### config.mk
export PLATFORM = sky130hd
export DESIGN_NAME = alu_addsub_chunked_flat
export DESIGN_NICKNAME = d
export VERILOG_FILES = /design/src/rtl/alu_addsub_chunked_if.sv /design/src/rtl/alu_addsub_chunked.sv /design/src/flat_wrapper.sv
export SDC_FILE = /design/constraint.sdc
export NUM_CORES = 1
export LEC_CHECK = 0
export CAP_MARGIN = 20
export CORE_MARGIN = 4
export CORE_UTILIZATION = 35
export CTS_CLUSTER_SIZE = 12
export DETAILED_ROUTE_END_ITERATION = 6
export PLACE_DENSITY_LB_ADDON = 0.05
export SLEW_MARGIN = 20
export SYNTH_ARGS = -nofsm -noshare
export SYNTH_HDL_FRONTEND = slang
export SYNTH_SLANG_ARGS = --single-unit
### constraint.sdc
create_clock -name clk -period 6.95 [get_ports clk]
set_clock_uncertainty 0.05 [all_clocks]
set_input_delay 1.7375 -clock clk [delete_from_list [all_inputs] [get_ports clk]]
set_output_delay 1.7375 -clock clk [all_outputs]
set_load 0.01 [all_outputs]
### src/rtl/alu_addsub_chunked_if.sv
// Operand/result bundle of the chunked add/subtract unit.
// The master side drives operands and consumes results; the slave side is the unit.
interface alu_addsub_chunked_if #(
  parameter int WIDTH = 16
);
  logic             in_valid;
  logic             in_ready;
  logic [WIDTH-1:0] a;
  logic [WIDTH-1:0] b;
  logic             cin;
  logic [2:0]       opsel;
  logic             out_valid;
  logic             out_ready;
  logic [WIDTH-1:0] result;
  logic             cout;
  logic             ovf;
  logic             zero;
  logic             illegal;

  modport master (
    output in_valid, a, b, cin, opsel, out_ready,
    input  in_ready, out_valid, result, cout, ovf, zero, illegal
  );

  modport slave (
    input  in_valid, a, b, cin, opsel, out_ready,
    output in_ready, out_valid, result, cout, ovf, zero, illegal
  );
endinterface

### src/rtl/alu_addsub_chunked.sv
// Multi-cycle adder/subtractor: one CHUNK-bit slice per cycle, with the
// inter-slice carry held in a register. Operands are captured at accept, so
// the upstream stage may change its outputs as soon as the handshake is done.
module alu_addsub_chunked #(
  parameter int WIDTH = 16,
  parameter int CHUNK = 4
) (
  input logic                 clk,
  input logic                 rst,
  alu_addsub_chunked_if.slave bus
);
  localparam int NCHUNK = WIDTH / CHUNK;
  localparam int IDX_W  = (NCHUNK > 1) ? $clog2(NCHUNK) : 1;
  localparam logic [IDX_W-1:0] LAST_IDX = IDX_W'(NCHUNK - 1);
  localparam logic [IDX_W-1:0] IDX_ONE  = IDX_W'(1);
  localparam logic [IDX_W-1:0] IDX_ZERO = IDX_W'(0);

  if (WIDTH < 2) begin : g_bad_width
    $error("alu_addsub_chunked: WIDTH must be >= 2");
  end
  if ((WIDTH % CHUNK) != 0) begin : g_bad_chunk
    $error("alu_addsub_chunked: WIDTH must be a multiple of CHUNK");
  end

  typedef enum logic [1:0] {
    IDLE = 2'd0,
    CALC = 2'd1,
    DONE = 2'd2
  } state_t;

  state_t state_r;
  state_t state_nxt_s;

  // Decoded operation packed as {illegal, c0, b_op}. An illegal code decodes
  // to b_op=0, c0=0; the A operand is also zeroed at accept so the normal
  // datapath yields result=0, cout=0, ovf=0, zero=1.
  function automatic logic [WIDTH+1:0] decode_op(
    input logic [2:0]       opsel,
    input logic [WIDTH-1:0] b,
    input logic             cin
  );
    logic [WIDTH+1:0] dec;
    case (opsel)
      3'b000:  dec = {1'b0, 1'b0, b};                 // ADD
      3'b001:  dec = {1'b0, 1'b1, ~b};                // SUB
      3'b011:  dec = {1'b0, cin,  ~b};                // SUBB
      3'b100:  dec = {1'b0, 1'b0, {WIDTH{1'b0}}};     // PASS
      3'b101:  dec = {1'b0, 1'b0, {WIDTH{1'b1}}};     // DEC
      3'b110:  dec = {1'b0, cin,  b};                 // ADDC
      default: dec = {1'b1, 1'b0, {WIDTH{1'b0}}};     // 010, 111
    endcase
    return dec;
  endfunction

  logic [WIDTH-1:0] a_r;
  logic [WIDTH-1:0] bop_r;
  logic             carry_r;
  logic [IDX_W-1:0] idx_r;
  logic [WIDTH-1:0] result_r;
  logic             cout_r;
  logic             ovf_r;
  logic             zero_r;
  logic             illegal_r;

  logic [WIDTH+1:0] op_s;
  logic             accept_s;
  logic             last_s;
  int               base_s;
  logic [CHUNK-1:0] a_slice_s;
  logic [CHUNK-1:0] b_slice_s;
  logic [CHUNK:0]   slice_sum_s;
  logic [WIDTH-1:0] next_result_s;

  // Operand decode, handshake qualification and the per-slice adder.
  always_comb begin
    op_s          = decode_op(bus.opsel, bus.b, bus.cin);
    accept_s      = (state_r == IDLE) && !rst && bus.in_valid;
    last_s        = (idx_r == LAST_IDX);
    base_s        = int'(idx_r) * CHUNK;
    a_slice_s     = a_r[base_s +: CHUNK];
    b_slice_s     = bop_r[base_s +: CHUNK];
    slice_sum_s   = {1'b0, a_slice_s} + {1'b0, b_slice_s} + {{CHUNK{1'b0}}, carry_r};
    next_result_s = result_r;
    next_result_s[base_s +: CHUNK] = slice_sum_s[CHUNK-1:0];
  end

  // State register.
  always_ff @(posedge clk) begin
    if (rst) begin
      state_r <= IDLE;
    end else begin
      state_r <= state_nxt_s;
    end
  end

  // Next-state logic and handshake outputs.
  always_comb begin
    state_nxt_s   = state_r;
    bus.in_ready  = 1'b0;
    bus.out_valid = 1'b0;
    case (state_r)
      IDLE: begin
        bus.in_ready = !rst;
        if (accept_s) begin
          state_nxt_s = CALC;
        end else begin
          state_nxt_s = IDLE;
        end
      end
      CALC: begin
        if (last_s) begin
          state_nxt_s = DONE;
        end else begin
          state_nxt_s = CALC;
        end
      end
      DONE: begin
        bus.out_valid = 1'b1;
        if (bus.out_ready) begin
          state_nxt_s = IDLE;
        end else begin
          state_nxt_s = DONE;
        end
      end
      default: begin
        state_nxt_s = IDLE;
      end
    endcase
  end

  // Operand capture, slice accumulation and flag registers.
  always_ff @(posedge clk) begin
    if (rst) begin
      a_r       <= {WIDTH{1'b0}};
      bop_r     <= {WIDTH{1'b0}};
      carry_r   <= 1'b0;
      idx_r     <= IDX_ZERO;
      result_r  <= {WIDTH{1'b0}};
      cout_r    <= 1'b0;
      ovf_r     <= 1'b0;
      zero_r    <= 1'b0;
      illegal_r <= 1'b0;
    end else begin
      case (state_r)
        IDLE: begin
          if (accept_s) begin
            a_r       <= op_s[WIDTH+1] ? {WIDTH{1'b0}} : bus.a;
            bop_r     <= op_s[WIDTH-1:0];
            carry_r   <= op_s[WIDTH];
            idx_r     <= IDX_ZERO;
            illegal_r <= op_s[WIDTH+1];
          end
        end
        CALC: begin
          result_r <= next_result_s;
          carry_r  <= slice_sum_s[CHUNK];
          if (last_s) begin
            idx_r  <= IDX_ZERO;
            cout_r <= slice_sum_s[CHUNK];
            ovf_r  <= (a_r[WIDTH-1] == bop_r[WIDTH-1]) &&
                      (next_result_s[WIDTH-1] != a_r[WIDTH-1]);
            zero_r <= (next_result_s == {WIDTH{1'b0}});
          end else begin
            idx_r  <= idx_r + IDX_ONE;
          end
        end
        default: begin
          // DONE holds everything stable until the result is taken.
        end
      endcase
    end
  end

  assign bus.result  = result_r;
  assign bus.cout    = cout_r;
  assign bus.ovf     = ovf_r;
  assign bus.zero    = zero_r;
  assign bus.illegal = illegal_r;

endmodule
### src/flat_wrapper.sv
// flat-port wrapper written by rule: the top's interface ports become plain ports
module alu_addsub_chunked_flat 
#(
  parameter int WIDTH = 16,
  parameter int CHUNK = 4
)
  (clk, rst, bus_in_valid, bus_a, bus_b, bus_cin, bus_opsel, bus_out_ready, bus_in_ready, bus_out_valid, bus_result, bus_cout, bus_ovf, bus_zero, bus_illegal);
  alu_addsub_chunked_if #(.WIDTH(WIDTH)) bus_i ();
  input logic clk;
  input logic rst;
  input wire logic [$bits(bus_i.in_valid)-1:0] bus_in_valid;
  input wire logic [$bits(bus_i.a)-1:0] bus_a;
  input wire logic [$bits(bus_i.b)-1:0] bus_b;
  input wire logic [$bits(bus_i.cin)-1:0] bus_cin;
  input wire logic [$bits(bus_i.opsel)-1:0] bus_opsel;
  input wire logic [$bits(bus_i.out_ready)-1:0] bus_out_ready;
  output wire logic [$bits(bus_i.in_ready)-1:0] bus_in_ready;
  output wire logic [$bits(bus_i.out_valid)-1:0] bus_out_valid;
  output wire logic [$bits(bus_i.result)-1:0] bus_result;
  output wire logic [$bits(bus_i.cout)-1:0] bus_cout;
  output wire logic [$bits(bus_i.ovf)-1:0] bus_ovf;
  output wire logic [$bits(bus_i.zero)-1:0] bus_zero;
  output wire logic [$bits(bus_i.illegal)-1:0] bus_illegal;
  assign bus_i.in_valid = bus_in_valid;
  assign bus_i.a = bus_a;
  assign bus_i.b = bus_b;
  assign bus_i.cin = bus_cin;
  assign bus_i.opsel = bus_opsel;
  assign bus_i.out_ready = bus_out_ready;
  assign bus_in_ready = bus_i.in_ready;
  assign bus_out_valid = bus_i.out_valid;
  assign bus_result = bus_i.result;
  assign bus_cout = bus_i.cout;
  assign bus_ovf = bus_i.ovf;
  assign bus_zero = bus_i.zero;
  assign bus_illegal = bus_i.illegal;
  alu_addsub_chunked #(.WIDTH(WIDTH), .CHUNK(CHUNK)) u_core (.clk(clk), .rst(rst), .bus(bus_i));
endmodule
* After elaboration in Yosys (flattened, before gate mapping)
Index checks and enable logic that the tools add are counted.
** Word-level totals
- Output and inout port bits :: 22
- Bits in latches :: 0
- Bits of input ports :: 40
- Flip-flop bits (word level) :: 57
- ROM bits :: 0
- Memories :: 0
- RAM bits :: 0
** Cells by class
- Bitwise operators :: 1
- Div/mod/pow operators :: 0
- $mul :: 0
- Add/subtract/negate cells :: 4
- Reduce and logical (&&, ||, !) cells :: 11
- Order comparisons :: 0
- Muxes and demuxes :: 14
- Shifts and indexed selects :: 4
- Equality and inequality tests :: 11
** Operator list (number)
- one-hot mux 18 bit (6 select lines) :: 1
- negation 4 -> 33 bit :: 1
- variable shift 4 x 33 -> 16 bit (first input constant) :: 1
- variable part select 4 x 33 -> 16 bit :: 1
- variable part select 16 x 5 -> 4 bit :: 2
- bitwise mux 16 bit :: 1
- zero test 16 bit :: 1
- two-way mux 16 bit :: 1
- inverter 16 bit :: 1
- equality test 3 bit (second input constant) :: 3
- two-way mux 2 bit :: 4
- one-hot mux 2 bit (3 select lines) :: 1
- AND reduction 2 bit :: 3
- adder 4 x 4 -> 5 bit :: 1
- adder 5 x 1 -> 5 bit :: 1
- equality test 2 bit (second input constant) :: 2
- two-way mux 1 bit :: 4
- one-hot mux 2 bit (2 select lines) :: 1
- equality test 3 x 1 -> 1 bit (second input constant) :: 1
- equality test 3 x 2 -> 1 bit (second input constant) :: 1
- logical AND 1 bit :: 3
- zero test 3 bit :: 1
- adder 2 x 1 -> 2 bit (second input constant) :: 1
- equality test 2 x 1 -> 1 bit (second input constant) :: 1
- other kinds (7) :: 7

* Logic depth before layout (Yosys ltp)
- Depth in word-level cells :: 7
- Gate-level depth with buffers :: 10

* Least setup slack after synthesis
Ideal clock, no wire load.
- Path type :: input to output
- Start :: in rst
- End :: out bus_in_ready
- Stages on the path :: 1
- Path slack :: 3.213 ns
- Arrival time :: 1.949 ns
- Cells stage by stage :: nor3_2
** On the way
- Cells in the longest elaborated chain, start to end :: 2
** Ends and longest elaborated chain
- from (decl) :: line flat_wrapper.sv:10 : input logic rst;
- zero test 1 bit :: line alu_addsub_chunked.sv:103 : bus.in_ready = !rst;
- two-way mux 1 bit :: line alu_addsub_chunked.sv:101 : case (state_r)
- to (decl) :: line flat_wrapper.sv:17 : output wire logic [$bits(bus_i.in_ready)-1:0] bus_in_ready;
No other way between the ends.

* Worst setup path after layout
Same ends and word-level chain as after synthesis.

==> impl_results.rst <==
.. list-table::
   :header-rows: 1

   * - Metric
     - Value
   * - Result of the run
     - finished, final reports clean
   * - Flip-flop and latch count after synthesis
     - 57
   * - Post-CTS sizing
     - 0
   * - Number of antenna violations at the first check in global routing
     - 0
   * - Share of flip-flops with an asynchronous set or reset
     - 0
   * - Die area
     - around 0.010 sq mm
   * - Final Net Count
     - 464
   * - First-pass DRT Iterations
     - 4
   * - Transition at the pin with the smallest max-transition slack
     - around 0.98 ns
   * - Total setup buffers inserted after CTS
     - 0
   * - Class of the tightest hold or removal check
     - register to register
   * - Area leader, netlist
     - sky130_fd_sc_hd__dfxtp_1
   * - Yosys cell types
     - 48
   * - Most used DFF post-synth
     - sky130_fd_sc_hd__dfxtp_1
   * - Start-to-end type of the worst setup path
     - primary input to output port
   * - Count of maximum capacitance violations
     - 0
   * - Total negative slack
     - 0 ns
   * - Port Buffers
     - between 60 and 70
   * - Crit path max-delay family
     - buffers and inverters
   * - Maximum number of pins on one net before global-route repair
     - 60
   * - Final critical-path share of the clock period
     - 0.6841
   * - Maximum fanout count along the critical path
     - 59
   * - Peak supply drop
     - 0.1365 mV
   * - Yosys warns
     - 0
   * - Routed via count
     - 2800
   * - Number of DRC markers in iteration 0
     - 150
   * - Root buffer cell
     - sky130_fd_sc_hd__clkbuf_8
   * - Slew Limit Fails
     - 0
   * - Type of origin of the critical path
     - primary input
   * - Syn_nets
     - a little over 400
   * - Number of nets with antenna violations after detailed routing
     - 0
   * - Cell area after synthesis
     - just over 0.003 sq mm
   * - Post-layout minimum cycle time
     - 4.754 ns
   * - Half-perimeter wire length of the detailed placement result
     - 5538 microns
   * - Total setup violations reported at the end of the flow
     - 0
   * - Detailed-route wire length per cell
     - ~15 microns
   * - Setup repair after global routing missed its margin
     - no
   * - Total count of hold-check failures in the final report
     - 0
   * - Remaining max-slew budget at the tightest pin
     - 0.3416
   * - Area grow syn2layout
     - 29.01%
   * - Vias in the first global route
     - 2615
   * - Number of diodes
     - 0
   * - Total global routing overflow
     - 0
   * - Placer's final routability congestion estimate
     - 0.7776
   * - Count of hold buffers inserted by post-cts repair
     - 0
   * - Peak clock frequency supported by timing
     - 210.3 MHz
   * - Routed WL
     - 7966 microns
   * - Largest incremental delay on the critical path
     - 0.57 ns
   * - Global-route wire length before repair
     - 13270 microns
   * - Buffer and inverter count on the worst path
     - 3
   * - Number of I/O pins
     - between 60 and 70
   * - Leading cell type by number of instances after synthesis
     - sky130_fd_sc_hd__nor2_1
   * - Count of unresolved DRC violations after routing
     - 0
   * - Clock H-tree levels
     - 3
   * - Worst setup EP type
     - output port
   * - Global-route usage over all layers
     - 0.1624
   * - Chip Height
     - approximately 100 microns
   * - Worst EP required
     - 5.16 ns
   * - Number of buffers created by CTS
     - 9
   * - Routed via count divided by cell count
     - 5.354
   * - Initial cell density of the core
     - 0.3656
   * - Cell with the largest stage delay on the worst path
     - sky130_fd_sc_hd__clkdlybuf4s50_1
   * - Clock slew seen by the registers of the worst setup and hold paths
     - approximately 0.07 ns
   * - Fin worst setup slack
     - 2.196 ns
   * - Insertion delay to the later sink of the worst-skew pair
     - 0.33 ns
   * - Number of sinks handled by clock tree synthesis
     - 57
   * - Leading cell types by count after synthesis
     - sky130_fd_sc_hd__nor2_1, sky130_fd_sc_hd__dfxtp_1, sky130_fd_sc_hd__nand2_1, sky130_fd_sc_hd__a21oi_1, sky130_fd_sc_hd__nor3_1
   * - Count of flip-flops with a built-in enable after synthesis
     - 0
   * - Setup slack after placement
     - 2.183 ns
   * - Power per standard cell area
     - 223.7 mW/mm^2
   * - Synth top area cells
     - sky130_fd_sc_hd__dfxtp_1, sky130_fd_sc_hd__nor2_1, sky130_fd_sc_hd__mux4_2
   * - Core box area
     - roughly 0.0083 sq mm
   * - Chain of cells forming the critical path
     - buf_2, buf_4, nor3_2, clkdlybuf4s50_1
   * - Longest Clk Path Bufs
     - 2
   * - CTS tree
     - built
   * - Data arrival time of the critical path
     - 2.97 ns
   * - Layout cells sized above 1
     - 0.08373
   * - Post-synthesis sequential area ratio
     - 0.3742
   * - Standard-cell rows
     - 33
   * - Static Leakage
     - 1.381 nW
   * - Post-synthesis average cell area
     - 8.377 sq um
   * - Portion of synthesized cell area occupied by the leading cell type
     - 0.3742
   * - Synthesized netlist cell count
     - between 300 and 400
   * - DIE WIDTH
     - 101.3 microns
where the power goes:
| part | switching (mW) | leakage [nW] | internal, mW |
|---|---|---|---|
| clock network | 0.136 | 0.120 | 0.247 |
| logic | 0.0731 | 0.797 | 0.0690 |
| registers | 0.0137 | 0.464 | 0.341 |
cell type report:
class / count / area, sq um
fill: 853 / 4407
clock inverter: 5 / 102.6
clock buffer: 11 / 141.4
sequential: 57 / 1141
tap: 105 / 131.4
timing repair buffer: 64 / 628.1
multi-input combinational: 271 / 1752
inverter: 10 / 37.54
through the flow:
step	total power [mW]	util	instance area (sq um)	hold slack [ns]	std cells
final	0.8801	0.4716	3934	0.4245	523
after global routing	0.9228	0.4716	3934	0.4646	523
after CTS	0.8915	0.4716	3934	0.4270	523
after detailed placement	0.5048	0.4424	3690	0.4174	507
after global placement	0.5031	0.4424	3690	0.4105	507
after floorplan	0.4492	-	3049	0.4103	364
worst paths after layout:
path | endpoint | cells past startpoint | slack, ns | start
hold reg to reg | u_core.bus.result[7] | 2 | 0.42 | u_core.bus.result[7]
hold / removal | u_core.bus.result[7] | 2 | 0.42 | u_core.bus.result[7]
setup reg to reg | u_core.bus.zero | 9 | 3.52 | u_core.idx_r[0]
setup / recovery | bus_in_ready | 4 | 2.20 | rst
placed cells by master (no fill, tap or decap), drive strengths merged, types with 3 or more instances in the layout:
cell and count:
nor2b 5, and3b 3, nand3 4, a22oi 22, inv 10, a21oi 26, buf 4, and2 5
o21ai 6, dfxtp 57, nand4 6, nor3 24, clkbuf 11, nor2 67, mux4 8, clkdlybuf4s50 60
nand2 32, nand2b 4, o221ai 15, ha 9, bufinv 3, a211oi 5
metal layers:
metal | track usage | part of all wire | vias up
met4 | 0.03783 | 0.0058 | 0
met2 | 0.2420 | 0.44 | 63
met5 | 0 | 0 | -
li1 | - | - | 1419
met1 | 0.2303 | 0.50 | 1314
met3 | 0.05028 | 0.054 | 4
logic make-up after synthesis:
logic type	share of synthesized area
flip-flops	0.3742
AND/OR/NAND/NOR	0.2479
multiplexers	0.06565
buffers and inverters	0.05129
AO/OA/AOI/OAI	0.2052
adder cells (fa/ha/maj)	0.05006
XOR/XNOR	0.005746
worst reg2reg max path, stage by stage (launching register included):
cell and delay [ns]:
sky130_fd_sc_hd__dfxtp_1 0.92, sky130_fd_sc_hd__mux4_2 0.65, sky130_fd_sc_hd__fa_1 0.44, sky130_fd_sc_hd__inv_1 0.08
sky130_fd_sc_hd__fa_1 0.20, sky130_fd_sc_hd__xnor2_1 0.21, sky130_fd_sc_hd__o21ai_0 0.22, sky130_fd_sc_hd__nor4b_1 0.31
sky130_fd_sc_hd__nand4_1 0.14, sky130_fd_sc_hd__o21ai_1 0.13
state kept, by name, indices dropped and copies added, names as in the netlist:
register            flops
u_core.bus.zero         1
u_core.state_r          2
u_core.bus.ovf          1
u_core.bus.result      16
u_core.carry_r          1
u_core.idx_r            2
u_core.a_r             16
u_core.bus.cout         1
u_core.bus.illegal      1
u_core.bop_r           16
Power figures use the tool's default switching activity.
